`config.mk`:
```
export PLATFORM = sky130hd
export DESIGN_NAME = oflow_core_fsm_read
export DESIGN_NICKNAME = d
export VERILOG_FILES = /design/src/rtl/oflow_core_fsm_read.sv
export SDC_FILE = /design/constraint.sdc
export NUM_CORES = 1
export LEC_CHECK = 0
export CAP_MARGIN = 30
export CORE_ASPECT_RATIO = 0.7
export CORE_MARGIN = 5
export CORE_UTILIZATION = 40
export CTS_CLUSTER_DIAMETER = 50
export DETAILED_ROUTE_END_ITERATION = 12
export PLACE_DENSITY = 0.75
export SLEW_MARGIN = 10
export SYNTH_ARGS = -nofsm -noshare
export SYNTH_HDL_FRONTEND = slang
export SYNTH_SLANG_ARGS = --single-unit
```
`constraint.sdc`:
```
create_clock -name clk -period 5.06 [get_ports clk]
set_clock_uncertainty 0.15 [all_clocks]
set_input_delay 1.012 -clock clk [delete_from_list [all_inputs] [get_ports clk]]
set_output_delay 1.012 -clock clk [all_outputs]
set_load 0.05 [all_outputs]
```
`src/rtl/oflow_core_fsm_read.sv`:
```
// Core-side read sequencer: fetches one frame of bboxes (4 per beat) from the frame buffer and steers them into the PE array row by row.
// Optional WAIT_DATA watchdog enabled by defining OFLOW_CORE_FSM_READ_TIMEOUT_EN.
module oflow_core_fsm_read #(
  parameter int PE_NUM  = 24,
  parameter int BBOX_W  = 32,
  parameter int NUM_W   = 10,
  parameter int ADDR_W  = 10,
  parameter int ROW_LEN = 6,
  parameter int PE_LEN  = 3,
  parameter int TIMEOUT = 64
) (
  input  logic                  clk,
  input  logic                  reset_N,
  input  logic                  start_read,
  input  logic [NUM_W-1:0]      num_of_bbox_in_frame,
  input  logic [ADDR_W-1:0]     base_addr,
  output logic                  rd_req,
  output logic [ADDR_W-1:0]     rd_addr,
  input  logic                  rd_gnt,
  input  logic                  rd_valid,
  input  logic [4*BBOX_W-1:0]   rd_data,
  output logic                  pe_we,
  output logic [4*BBOX_W-1:0]   pe_data,
  output logic [3:0]            valid_mask,
  output logic [ROW_LEN-1:0]    row_sel,
  output logic [PE_LEN-1:0]     pe_sel,
  output logic                  row_full,
  input  logic                  row_ack,
  output logic                  busy,
  output logic                  done,
  output logic                  err
);

  typedef enum logic [2:0] {
    S_IDLE, S_REQ, S_WAIT_DATA, S_WRITE, S_ROW_DONE, S_DONE
  } state_t;

  state_t state, state_nxt;

  logic [NUM_W-1:0]  n_lat, beat_idx, total_beats;
  logic [ADDR_W-1:0] base_lat;
  logic [3:0]        beat_mask;
  logic              start_ok, last_beat, last_in_row, frame_done, timeout_hit;

  assign start_ok    = start_read && (state == S_IDLE);
  assign total_beats = (n_lat >> 2) + NUM_W'(n_lat[1:0] != 2'b00);
  // beat_idx still points at the current beat until WRITE retires it.
  assign last_beat   = (beat_idx + NUM_W'(1)) == total_beats;
  assign frame_done  = beat_idx == total_beats;
  assign last_in_row = pe_sel == PE_LEN'(PE_NUM/4 - 1);

  assign rd_addr  = base_lat + ADDR_W'(beat_idx);
  assign rd_req   = state == S_REQ;
  assign pe_we    = state == S_WRITE;
  assign row_full = state == S_ROW_DONE;
  assign busy     = state != S_IDLE;
  assign done     = state == S_DONE;

`ifdef OFLOW_CORE_FSM_READ_TIMEOUT_EN
  localparam int TO_W = $clog2(TIMEOUT + 1);
  logic [TO_W-1:0] to_cnt;

  assign timeout_hit = (state == S_WAIT_DATA) && !rd_valid && (to_cnt == TO_W'(TIMEOUT - 1));

  always_ff @(posedge clk or negedge reset_N) begin
    if (!reset_N) begin
      to_cnt <= '0;
      err    <= 1'b0;
    end else begin
      to_cnt <= (state == S_WAIT_DATA) ? to_cnt + TO_W'(1) : '0;
      if (start_ok)         err <= 1'b0;
      else if (timeout_hit) err <= 1'b1;
    end
  end
`else
  assign timeout_hit = 1'b0;
  assign err         = 1'b0;
`endif

  always_comb begin
    beat_mask = 4'b1111;
    if (last_beat) begin
      case (n_lat[1:0])
        2'd1:    beat_mask = 4'b0001;
        2'd2:    beat_mask = 4'b0011;
        2'd3:    beat_mask = 4'b0111;
        default: beat_mask = 4'b1111;
      endcase
    end
  end

  // NOTE: sequential state uses non-blocking assignments so every register samples pre-edge values.
  always_ff @(posedge clk or negedge reset_N) begin
    if (!reset_N) state <= S_IDLE;
    else          state <= state_nxt;
  end

  // NOTE: next state gets a default first so no path leaves it unassigned and infers a latch.
  always_comb begin
    state_nxt = state;
    case (state)
      S_IDLE:      if (start_read) state_nxt = (num_of_bbox_in_frame == '0) ? S_DONE : S_REQ;
      S_REQ:       if (rd_gnt) state_nxt = S_WAIT_DATA;
      S_WAIT_DATA: begin
        if (rd_valid)         state_nxt = S_WRITE;
        else if (timeout_hit) state_nxt = S_IDLE;
      end
      S_WRITE:     state_nxt = (last_in_row || last_beat) ? S_ROW_DONE : S_REQ;
      S_ROW_DONE:  if (row_ack) state_nxt = frame_done ? S_DONE : S_REQ;
      S_DONE:      state_nxt = S_IDLE;
      default:     state_nxt = S_IDLE;
    endcase
  end

  always_ff @(posedge clk or negedge reset_N) begin
    if (!reset_N) begin
      n_lat      <= '0;
      base_lat   <= '0;
      beat_idx   <= '0;
      row_sel    <= '0;
      pe_sel     <= '0;
      pe_data    <= '0;
      valid_mask <= '0;
    end else begin
      case (state)
        S_IDLE: begin
          row_sel <= '0;
          pe_sel  <= '0;
          if (start_ok) begin
            n_lat    <= num_of_bbox_in_frame;
            base_lat <= base_addr;
            beat_idx <= '0;
          end
        end
        S_WAIT_DATA: if (rd_valid) begin
          pe_data    <= rd_data;
          valid_mask <= beat_mask;
        end
        S_WRITE: begin
          beat_idx <= beat_idx + NUM_W'(1);
          if (!(last_in_row || last_beat)) pe_sel <= pe_sel + PE_LEN'(1);
        end
        S_ROW_DONE: if (row_ack && !frame_done) begin
          row_sel <= row_sel + ROW_LEN'(1);
          pe_sel  <= '0;
        end
        default: ;
      endcase
    end
  end

endmodule
```
* Word-level counts from Yosys, hierarchy flattened
Cells that the tools add are included.
** Cells by class
- $add $sub $neg :: 5
- Equality and inequality tests :: 18
- Multiplexer cells :: 17
- Reductions and logical operators :: 17
** Operator list (count)
- 2-to-1 mux 3 bit :: 9
- == test 10 x 9 -> 1 bit :: 2
- one-hot mux 10 bit (2 select lines) :: 1
- one-hot mux 3 bit (5 select lines) :: 1
- one-hot mux 4 bit (3 select lines) :: 1
- one-hot mux 6 bit (2 select lines) :: 1
- adder 10 x 1 -> 10 bit, second input constant :: 1
- adder 10 bit :: 1
- zero test 10 bit :: 1
- 2-to-1 mux 10 bit :: 1
- adder 8 x 1 -> 9 bit :: 1
- == test 3 bit, second input constant :: 3
- one-hot mux 3 bit (3 select lines) :: 1
- != test 2 bit, second input constant :: 4
- AND reduction 2 bit :: 4
- adder 6 x 1 -> 6 bit, second input constant :: 1
- == test 3 x 2 -> 1 bit, second input constant :: 2
- 2-to-1 mux 6 bit :: 1
- != test 2 x 1 -> 1 bit, second input constant :: 3
- nonzero test 2 bit :: 3
- nonzero test 3 bit :: 2
- == test 2 bit, second input constant :: 2
- 2-to-1 mux 4 bit :: 1
- AND reduction 4 bit :: 1
- 8 further kinds :: 9
** Word-level totals
- Input port bits :: 154
- Logic and storage cells :: 65
- Output and inout bits :: 157
- Register bits after elaboration :: 174

* Longest topological paths before layout
- Depth after elaboration :: 7
- Depth in mapped cells :: 13
- Depth with buffers taken out :: 12

* Least setup slack after synthesis
Ideal clock, no wire load.
- Kind :: register to output
- Start point :: reg beat_idx[1]
- End point :: out rd_addr[9]
- Buffers on the path :: 0
- Stages on the path, launching flop included :: 9
- Data arrival time :: 2.847 ns
- Required time :: 3.898 ns
- Path slack :: 1.051 ns
- Cell sequence :: dfrtp_1 > ha_1 > a21o_1 > a21oi_1 > o21bai_1 > a21oi_1 > o21ai_0 > and4_1 > nor3_1
** Between the ends
- Cells in the longest elaborated chain, start to end :: 1
** Ends and longest elaborated chain
- start, declared :: RTL line 40 : logic [NUM_W-1:0] n_lat, beat_idx, total_beats;
- start signal, assigned :: RTL line 140 : beat_idx <= beat_idx + NUM_W'(1);
- adder 10 bit :: RTL line 52 : assign rd_addr = base_lat + ADDR_W'(beat_idx);
- end, declared :: RTL line 18 : output logic [ADDR_W-1:0] rd_addr,
No other way between the ends.

* Worst setup path after layout
Same ends and word-level chain as after synthesis.

==> summary.log <==
qor: outcome.outcome complete, no violations
qor: synthesis.synthesized_netlist_cell_count 588
qor: cells_and_area.fin_util 0.6179
qor: sta.timing.hold.ws 0.2832 ns
qor: floorplanning.chipHeight 126.6 um
qor: cells_and_area.multi_input_combinational_cell_area 3214 um^2
qor: synthesis.synth_compound_area_frac 0.06102
qor: route.detailroute.via_count 5,826
qor: critical_path.category_of_the_most_critical_setup_path reg -> out
qor: synthesis.yosys-mux-area-fraction 0.2140
qor: pwr.power.leakage 0.004848 uW
qor: placed_design.port-buffer-count 309
qor: cts.clock_tree.htree_level_count 4
qor: synthesis.synth_xor_area_frac 0.03687
qor: critical_path.setup_crit_start_kind register
qor: critical_path.cp.depth 9
qor: sta.finalSetupTns 0 ns
qor: critical_path.crit_required 3.90 ns
qor: synthesis.combinational_family_with_the_most_area_after_synthesis multiplexers
qor: critical_path.critPathTopFamily compound AO/OA/AOI/OAI gates
qor: synthesis.postSynthRegisterBits 174
qor: sta.number_of_endpoints_failing_setup_at_the_final_stage 0
qor: global_routing.grt_antenna_before_repair 0
qor: cells_and_area.fillCellCount 1,510
qor: floorplanning.ios 311
qor: critical_path.crit_path_max_incr_delay 0.82 ns
qor: critical_path.critical_path.cell_chain ha_1, a21o_1, a21oi_1, o21bai_1, a21oi_1, o21ai_0, and4_1, nor3_1, clkdlybuf4s50_1
qor: synthesis.yosys_most_used_dff sky130_fd_sc_hd__dfrtp_1
qor: synthesis.synth_fa_ha_area_frac 0.02995
qor: sta.timing_hold_violations_final 0
qor: floorplanning.die_width 176.6 um
qor: critical_path.reg2reg_slack 1.91 ns
qor: sta.clock.fmax 212.3 MHz
qor: critical_path.crit_top_cell sky130_fd_sc_hd__a21oi_1
qor: synthesis.asyncSetResetFlopFracSynth 1.000
qor: run.timing.max_cap.violations 0
qor: cells_and_area.synth_to_layout_area_growth 51.25%
qor: cells_and_area.antennaDiodeCount 0
qor: route.detail_route.drc_violations 0
qor: sta.timing.final.crit_share 0.9307
qor: critical_path.critPathCaptureType primary output
qor: global_routing.grt_max_degree 101
qor: cts.cts_sinks 174
qor: global_routing.grt.overflow.total 0
qor: synthesis.synthesis.yosys.warnings 0
qor: synthesis.synth.area.top_cells sky130_fd_sc_hd__dfrtp_1 56%, sky130_fd_sc_hd__mux2_2 21%, sky130_fd_sc_hd__ha_1 2.7%, sky130_fd_sc_hd__o21ai_0 1.7%, sky130_fd_sc_hd__nand2_1 1.5%
qor: critical_path.timing.reg2reg.worst_path_depth 12
qor: cts.clock_latency 0.43 ns
qor: synthesis.synthDistinctLibCells 57
qor: cts.tritoncts yes
qor: cts.cts.repair_timing.setup_buffer_count 0
qor: placed_design.placedCellCount 1,143
qor: route.detailed_route_wire_length_per_cell 18.66 um
qor: synthesis.synth_most_common_cell sky130_fd_sc_hd__dfrtp_1
qor: global_routing.first_global_vias 6,059
qor: route.route.detailed.vias_per_inst 4.954
qor: cts.cts-root-to-sink-buffers 2
qor: cts.clkSlewWorstSetupHoldPaths 0.07 ns
qor: cts.cts_root_buf sky130_fd_sc_hd__clkbuf_16
qor: cells_and_area.layoutNonFillerInstCount 1,176
qor: cells_and_area.share_of_final_layout_standard_cells_stronger_than_drive_strength_1 0.2182
qor: cts.cts.repair.resized 0
qor: placed_design.globalplace.congestion 0.8322
qor: critical_path.timing.critical_path.fanout_max 5
qor: sta.min_period 4.709 ns
qor: sta.maxSlewHeadroom 0.4710
qor: critical_path.slowest_cell_on_the_critical_path sky130_fd_sc_hd__clkdlybuf4s50_1
qor: route.detail_route.first_pass.iterations 4
qor: global_routing.first_pass_grt_wire_length 34,280 um
qor: cells_and_area.layout.nets 1,071
qor: global_routing.gr-usage-all-layers 0.1972
qor: floorplanning.placement_rows 42
qor: critical_path.regToRegStartpoint n_lat[0]
qor: route.routed_wirelength 21,950 um
qor: synthesis.synth.yosys.seq_area_share 0.5603
qor: pwr.fin_total_pwr 8820 uW
qor: synthesis.synth_area_leader_cell sky130_fd_sc_hd__dfrtp_1
qor: cts.cts_hold_repair.buffers 0
qor: synthesis.yosys.area_share.simple 0.07068
qor: critical_path.path_buf_inv 1
qor: synthesis.synth_edf_count 0
qor: synthesis.yosys-top-cells-count 174 x sky130_fd_sc_hd__dfrtp_1, 145 x sky130_fd_sc_hd__mux2_2, 31 x sky130_fd_sc_hd__nand2_1, 27 x sky130_fd_sc_hd__o21ai_0, 22 x sky130_fd_sc_hd__nor2_1
qor: critical_path.crit_arrival 3.55 ns
qor: floorplanning.fp.dieArea 22,360 um^2
qor: synthesis.synthesis.area_per_instance 13.22 um^2
qor: critical_path.regToRegEndpoint pe_sel[0]
qor: placed_design.place_hpwl 16,450 um
qor: cts.tritoncts.num_buffers 17
qor: route.dr.first_iter.drc_count 424
qor: synthesis.syn-num-nets 760
qor: worst_hold_path.holdCritPathClass in -> async
qor: sta.worst_margin_slew 0.7901 ns
qor: synthesis.post_synth_instance_area 7771 um^2
qor: floorplanning.core 19,020 um^2
qor: cells_and_area.seqCellArea 4354 um^2
qor: pwr.ir_worst_vdd 0.4849 mV
qor: floorplanning.initial_utilization 0.4085
qor: route.final_antenna_net_count 0
qor: sta.grt_setup_unrepaired false
qor: pwr.cellPowerDensity 750.4 nW/um^2
qor: sta.max_slew_violation_count 0
qor: synthesis.synth.top_cell.area_share 0.5603
cell families after synthesis:
group	after synthesis
other	1
and+or+nand+nor	104
xor gates and xnor gates	28
muxes	148
adders and majority gates	18
DFF	174
buffers and inverters	42
AOI/OAI and AO/OA	73
layout by cell type (no fill, tap or decap), types with 3 or more instances in the layout:
cell type | netlist | layout
sky130_fd_sc_hd__nand2b_1 | 3 | 3
sky130_fd_sc_hd__nand3_1 | 11 | 11
sky130_fd_sc_hd__nor2b_1 | 3 | 3
sky130_fd_sc_hd__xnor2_1 | 12 | 12
sky130_fd_sc_hd__buf_4 | 2 | 6
sky130_fd_sc_hd__o2111ai_1 | 3 | 3
sky130_fd_sc_hd__xor2_1 | 13 | 13
sky130_fd_sc_hd__nand2_1 | 31 | 31
sky130_fd_sc_hd__xnor3_1 | 3 | 3
sky130_fd_sc_hd__nor4_1 | 3 | 3
sky130_fd_sc_hd__inv_1 | 15 | 15
sky130_fd_sc_hd__a21oi_1 | 12 | 12
sky130_fd_sc_hd__clkdlybuf4s50_1 | 0 | 308
sky130_fd_sc_hd__clkinvlp_4 | 0 | 4
sky130_fd_sc_hd__nand4_1 | 5 | 5
sky130_fd_sc_hd__mux2i_1 | 3 | 3
sky130_fd_sc_hd__a21o_1 | 3 | 3
sky130_fd_sc_hd__o31ai_1 | 5 | 5
sky130_fd_sc_hd__o21ai_0 | 27 | 27
sky130_fd_sc_hd__dfrtp_1 | 174 | 174
sky130_fd_sc_hd__o21bai_1 | 3 | 3
sky130_fd_sc_hd__clkbuf_16 | 0 | 17
sky130_fd_sc_hd__clkbuf_8 | 1 | 5
sky130_fd_sc_hd__buf_12 | 0 | 3
sky130_fd_sc_hd__o211ai_1 | 4 | 4
sky130_fd_sc_hd__nor3_1 | 8 | 8
sky130_fd_sc_hd__mux2_2 | 145 | 145
sky130_fd_sc_hd__a31oi_1 | 4 | 4
sky130_fd_sc_hd__ha_1 | 17 | 17
sky130_fd_sc_hd__nor2_1 | 22 | 22
sky130_fd_sc_hd__inv_6 | 0 | 3
per-layer routing:
| metal | vias up | global-route usage | wire, um |
|---|---|---|---|
| met5 | - | 0 | 0 |
| met4 | 0 | 0.05184 | 305 |
| met3 | 23 | 0.08864 | 2126 |
| met2 | 211 | 0.3113 | 10490 |
| met1 | 2870 | 0.2488 | 9022 |
| li1 | 2722 | - | - |
sequential cells by signal, summed over array words and instances, names as in the netlist:
signal / count
base_lat: 10
n_lat: 10
valid_mask: 4
beat_idx: 10
pe_sel: 3
state: 3
row_sel: 6
pe_data: 128
worst reg2reg max path, stage by stage (launching register included):
cell and delay [ns]:
sky130_fd_sc_hd__dfrtp_1 0.35, sky130_fd_sc_hd__inv_1 0.05, sky130_fd_sc_hd__ha_1 0.18, sky130_fd_sc_hd__inv_1 0.08, sky130_fd_sc_hd__ha_1 0.25, sky130_fd_sc_hd__ha_1 0.39, sky130_fd_sc_hd__nand3_1 0.16, sky130_fd_sc_hd__o21a_1 0.22
sky130_fd_sc_hd__or3_1 0.34, sky130_fd_sc_hd__a21oi_1 0.17, sky130_fd_sc_hd__and4bb_4 0.33, sky130_fd_sc_hd__nand3b_4 0.19, sky130_fd_sc_hd__mux2i_1 0.20
area by class of cell:
cell class / count / area share
inverters: 15 / 0.004790
well taps: 264 / 0.02810
clock buffers: 23 / 0.04237
repair buffers: 319 / 0.2745
multi-input cells: 372 / 0.2735
clock inverters: 9 / 0.006281
flip-flops and latches: 174 / 0.3704
worst max path at each step:
stage,slack [ns],end,from
6_report,0.35,rd_addr[9],beat_idx[1]
5_1_grt,0.18,rd_addr[9],beat_idx[1]
4_1_cts,0.35,rd_addr[9],beat_idx[1]
3_5_place_dp,0.83,rd_addr[9],beat_idx[1]
3_3_place_gp,0.88,rd_addr[9],beat_idx[1]
2_1_floorplan,1.05,rd_addr[9],beat_idx[1]
report_power, final:
group / switching [uW] / internal [uW]
clock: 571 / 701
combinational: 3210 / 1930
sequential: 388 / 2020
total: 4170 / 4650
per-stage QoR:
stage | area, um^2 | worst slack, ns
4_1_cts | 11730 | 0.3466
2_1_floorplan | 7771 | 1.051
3_5_place_dp | 11150 | 0.8252
6_report | 11750 | 0.3507
3_3_place_gp | 11150 | 0.8757
5_1_grt | 11750 | 0.1823
No activity file was read; power rests on OpenSTA's default activity.
==> patch 1 (same settings) <==
The parameter `BBOX_W` goes from 32 to 28.
--- a/src/rtl/oflow_core_fsm_read.sv
+++ b/src/rtl/oflow_core_fsm_read.sv
@@ -4,3 +4,3 @@
   parameter int PE_NUM  = 24,
-  parameter int BBOX_W  = 32,
+  parameter int BBOX_W  = 28,
   parameter int NUM_W   = 10,
Interface: changed (resized pe_data and rd_data); port bits go from 311 to 279. No check against the original RTL was run, so the function may have changed too.
==> patch 1 against the original RTL <==
- sequential share of layout area decreased by 0.60 points
- count of clock-buffer cells in the layout is 5 lower
- via count fell by 7.0%
- non-clock buffer count shrank 30
- cell count down 7.9%
- total power is 7.8% lower
- setup slack got worse by 0.014 ns
- wire length down 6.6%
- sequential cell count shrank 16
- synthesized cell count is 5.4% lower
- final area fell by 7.7%
- first-iteration DRC count down 35%
- synthesized area decreased by 8.1%
- combinational power is 9.9% lower
- critical path type unchanged
- critical endpoint unchanged
- highest routed layer unchanged
==> patch 1: results (changes against the original RTL) <==
Yosys
  • Netlist cell types: 58 (was 57)
  • Synth top cells by count: 158 x dfrtp_1, 133 x mux2_2, 26 x o21ai_0 (was 174 x dfrtp_1, 145 x mux2_2, 31 x nand2_1)
  • Synth Area in Compound Gates: 5.80% (was 6.10%)
  • Syn_nets: 712 (was 760)
  • Synth area leaders: dfrtp_1 55%, mux2_2 21%, ha_1 3.0% (was dfrtp_1 56%, mux2_2 21%, ha_1 2.7%)
  • Post-Synth XOR/XNOR Area: 3.66% (was 3.69%)
  • Post-synthesis mux area share: 21.3% (was 21.4%)
  • Seq/Total Area, Yosys: 55.4% (was 56.0%)

Finish
  • Max reg flops: 112 (was 128)
  • Share of layout cells above drive strength 1: 22.4% (was 21.8%)
  • Nets: 995 (was 1,071)

Global route
  • Met3 Usage GRT: 8.73% (was 8.86%)
  • Largest net degree at the start of global routing: 96 (was 101)
  • Total GRT Usage: 19.9% (was 19.7%)
  • Global-route wire length before repair: 32.2 mm (was 34.3 mm)

Detailed routing
  • WL final: 20.5 mm (was 21.9 mm)
  • Post-DR vias/cell: 5.00 (was 4.95)
  • Routed met3 length: 2.08 mm (was 2.13 mm)

Placed design
  • Placed cell areas: 10,200 sq um (was 11,200 sq um)
  • Post-Place Worst Slack: 0.798 ns (was 0.825 ns)

Worst setup path
  • Reg2Reg Depth: 13 (was 12)
  • Slack of the worst reg-to-reg path: 1.64 ns (was 1.91 ns)
  • CP Max Fanout: 7 (was 5)

Power and ir drop
  • Peak supply drop: 0.435 mV (was 0.485 mV)

Outcome
  • Status: complete, no violations (unchanged)

Clock network
  • Clock Latency Late Sink: 0.41 ns (was 0.43 ns)
[patch 1: cell types whose count changed after synthesis, moves of 6 or more]
cell / before / now
buf_2: 17 / 2
mux2_2: 145 / 133
dfrtp_1: 174 / 158
clkbuf_1: 3 / 20
nand2_1: 31 / 25
[patch 1: worst max path at each step]
| stage | startpoint | endpoint | slack (ns) |
|---|---|---|---|
| 4_1_cts | beat_idx[1] | rd_addr[9] | 0.31 |
| 6_report | beat_idx[1] | rd_addr[9] | 0.34 |
| 2_1_floorplan | beat_idx[0] | rd_addr[8] | 1.27 |
| 3_3_place_gp | beat_idx[1] | rd_addr[9] | 0.85 |
| 5_1_grt | beat_idx[1] | rd_addr[9] | 0.09 |
| 3_5_place_dp | beat_idx[1] | rd_addr[9] | 0.80 |
[patch 1: area by class of cell]
| class | instances | area (sq um) | area share, % |
|---|---|---|---|
| clock buffer | 18 | 429 | 3.96 |
| multi-input combinational | 358 | 3030 | 28.0 |
| sequential | 158 | 3950 | 36.4 |
| clock inverter | 14 | 176 | 1.63 |
| tap | 231 | 289 | 2.66 |
| inverter | 15 | 56.3 | 0.519 |
| timing repair buffer | 289 | 2910 | 26.8 |
[patch 1: through the flow]
step / hold WS (ns) / cells / power (mW)
6_report: 0.263 / 1083 / 8.13
5_1_grt: 0.250 / 1083 / 8.54
4_1_cts: 0.347 / 1082 / 8.21
3_5_place_dp: 0.332 / 1050 / 6.86
3_3_place_gp: 0.307 / 1050 / 6.77
2_1_floorplan: 0.335 / 556 / 5.22
[patch 1: power breakdown]
part / switching (mW) / internal [mW] / leakage (nW)
combinational: 2.88 / 1.75 / 2.31
clock: 0.561 / 0.750 / 0.292
sequential: 0.362 / 1.83 / 1.91
==> patch 2 (config.mk and constraints unchanged) <==
Made on the original files. The 6 states of `state_t` get a one-hot encoding in 6 bits.
--- a/src/rtl/oflow_core_fsm_read.sv
+++ b/src/rtl/oflow_core_fsm_read.sv
@@ -33,4 +33,4 @@
 
-  typedef enum logic [2:0] {
-    S_IDLE, S_REQ, S_WAIT_DATA, S_WRITE, S_ROW_DONE, S_DONE
+  typedef enum logic [5:0] {
+    S_IDLE = 6'b000001, S_REQ = 6'b000010, S_WAIT_DATA = 6'b000100, S_WRITE = 6'b001000, S_ROW_DONE = 6'b010000, S_DONE = 6'b100000
   } state_t;
Behaviour: same outputs for any inputs over 4 cycles, from zero or initial values and one cycle with reset_N low; so few cycles prove little.
==> patch 2 against the original RTL <==
- synthesized cell count increased by 4.3%
- count of clock-buffer cells in the layout decreased by 5
- sequential cell count increased by 3
- critical path type unchanged
- cell count increased by 2.3%
- wire length decreased by 0.79%
- worst hold slack got worse by 0.030 ns
- setup slack improved by 0.053 ns
- total power decreased by 4.4%
- largest cell class unchanged
- final area increased by 2.0%
- via count increased by 2.8%
- highest routed layer unchanged
- synthesized area increased by 2.8%
==> patch 2: results (changes against the original RTL) <==
Detailed routing
  • Post-DR vias/cell: 4.98 (was 4.95)
  • WL final: 21.8 mm (was 21.9 mm)
  • Post-DRT Antenna Nets: 0 (unchanged)
  • Initial DRC Count: 400 (was 424)

Outcome
  • Status: complete, no violations (unchanged)

Finish
  • Largest Register: pe_data (unchanged)
  • Max reg flops: 128 (unchanged)
  • Nets: 1,092 (was 1,071)
  • Share of layout cells above drive strength 1: 21.4% (was 21.8%)

Clock network
  • Total CTS buffers: 17 (unchanged)
  • Worst-path clk slew: 0.08 ns
  • Setup bufs post-CTS: 0 (unchanged)
  • Htree depth: 4 (unchanged)
  • Post-CTS sizing: 0 (unchanged)

Timing
  • Max_slew headroom: 44.0% (was 47.1%)

Global route
  • Largest net degree at the start of global routing: 105 (was 101)
  • Initial antenna violation count: 0 (unchanged)
  • Vias in the first global route: 6,205 (was 6,059)
  • Global-route wire length before repair: 34.1 mm (was 34.3 mm)
  • Total GRT Usage: 19.1% (was 19.7%)

Worst hold path
  • HP Class: in2async (unchanged)

Yosys
  • Syn_nets: 785 (was 760)
  • Ys async rst share: 100% (unchanged)
  • Synth top cells by count: 176 x dfrtp_1, 148 x mux2_2, 33 x nand2_1 (was 174 x dfrtp_1, 145 x mux2_2, 31 x nand2_1)
  • Seq/Total Area, Yosys: 55.4% (was 56.0%)
  • YS warnings: 0 (unchanged)
  • Synth area leaders: dfrtp_1 55%, mux2_2 21%, ha_1 2.7% (was dfrtp_1 56%, mux2_2 21%, ha_1 2.7%)
  • Netlist cell types: 64 (was 57)

Worst setup path
  • Crit-path max cell delay: 0.83 ns
  • CP Max Fanout: 8 (was 5)
  • Reg2reg start: n_lat[0] (unchanged)
  • Top Family by Delay on Critical Path: compound AO/OA/AOI/OAI gates (unchanged)
  • Crit path max-delay cell type: clkdlybuf4s50_1 (unchanged)
  • Worst EP arrival: 3.49 ns (was 3.55 ns)
  • CP startpoint: beat_idx[1] (unchanged)

Power and ir drop
  • Peak supply drop: 0.460 mV (was 0.485 mV)
  • Static Leak: 5.06 nW (was 4.85 nW)

Placed design
  • Placer Congestion: 0.888 (was 0.832)
  • Final HPWL from detailed placement: 16.4 mm (was 16.5 mm)
  • Number of port buffers: 309 (unchanged)
  • Placed cell areas: 11,400 sq um (was 11,200 sq um)
-- patch 2: cell type report --
type / instances / area [sq um]
clock buffer: 18 / 429
clock inverter: 14 / 163
fill: 1646 / 7750
inverter: 18 / 67.6
multi-input combinational: 392 / 3380
sequential: 177 / 4430
tap: 270 / 338
timing repair buffer: 314 / 3190
-- patch 2: worst reg2reg max path, stage by stage, from the launching register on --
cell and delay, ns:
dfrtp_1 0.37, inv_1 0.05, ha_1 0.18, inv_1 0.09
ha_1 0.28, ha_1 0.30, nand2_1 0.12, nor3_1 0.19
xnor2_1 0.22, o221ai_1 0.26, nor4b_1 0.46, nor2b_1 0.47
a31oi_1 0.16
-- patch 2: kinds of logic after synthesis --
| kind of cell | share of synthesized area, % |
|---|---|
| fa+ha+maj | 2.91 |
| buf+inv | 2.40 |
| xor+xnor | 3.98 |
| mux | 21.2 |
| simple gates | 8.58 |
| flops | 55.4 |
| compound gates | 5.42 |
| other cells | 0.0469 |
-- patch 2: final timing paths --
kind | end | slack [ns] | depth (start not counted)
worst max-delay path | rd_addr[9] | 0.40 | 9
worst min-delay path | pe_data[42] | 0.25 | 1
worst max register to register | valid_mask[2] | 1.63 | 12
worst min register to register | valid_mask[0] | 0.32 | 1
max in group asynchronous | pe_data[55] | 3.80 | 2
min in group clk | valid_mask[0] | 0.32 | 1
-- patch 2: through the flow --
| stage | cells | setup slack, ns |
|---|---|---|
| 6_report | 1203 | 0.404 |
| 3_5_place_dp | 1170 | 0.880 |
| 4_1_cts | 1202 | 0.389 |
| 3_3_place_gp | 1170 | 0.931 |
| 2_1_floorplan | 613 | 1.05 |
| 5_1_grt | 1203 | 0.214 |
-- patch 2: metal layers --
metal	vias to the layer above	wire, um	share of wire, %	global-route usage (%)
li1	2789	-	-	-
met1	2949	8860	41	24.6
met2	229	10300	47	29.2
met3	23	2260	10	8.87
met4	0	341	1.6	5.10
met5	-	0	0	0
-- patch 2: power by group --
part	switching, mW	internal, mW
sequential	0.374	2.02
clock	0.646	0.668
combinational	2.94	1.79
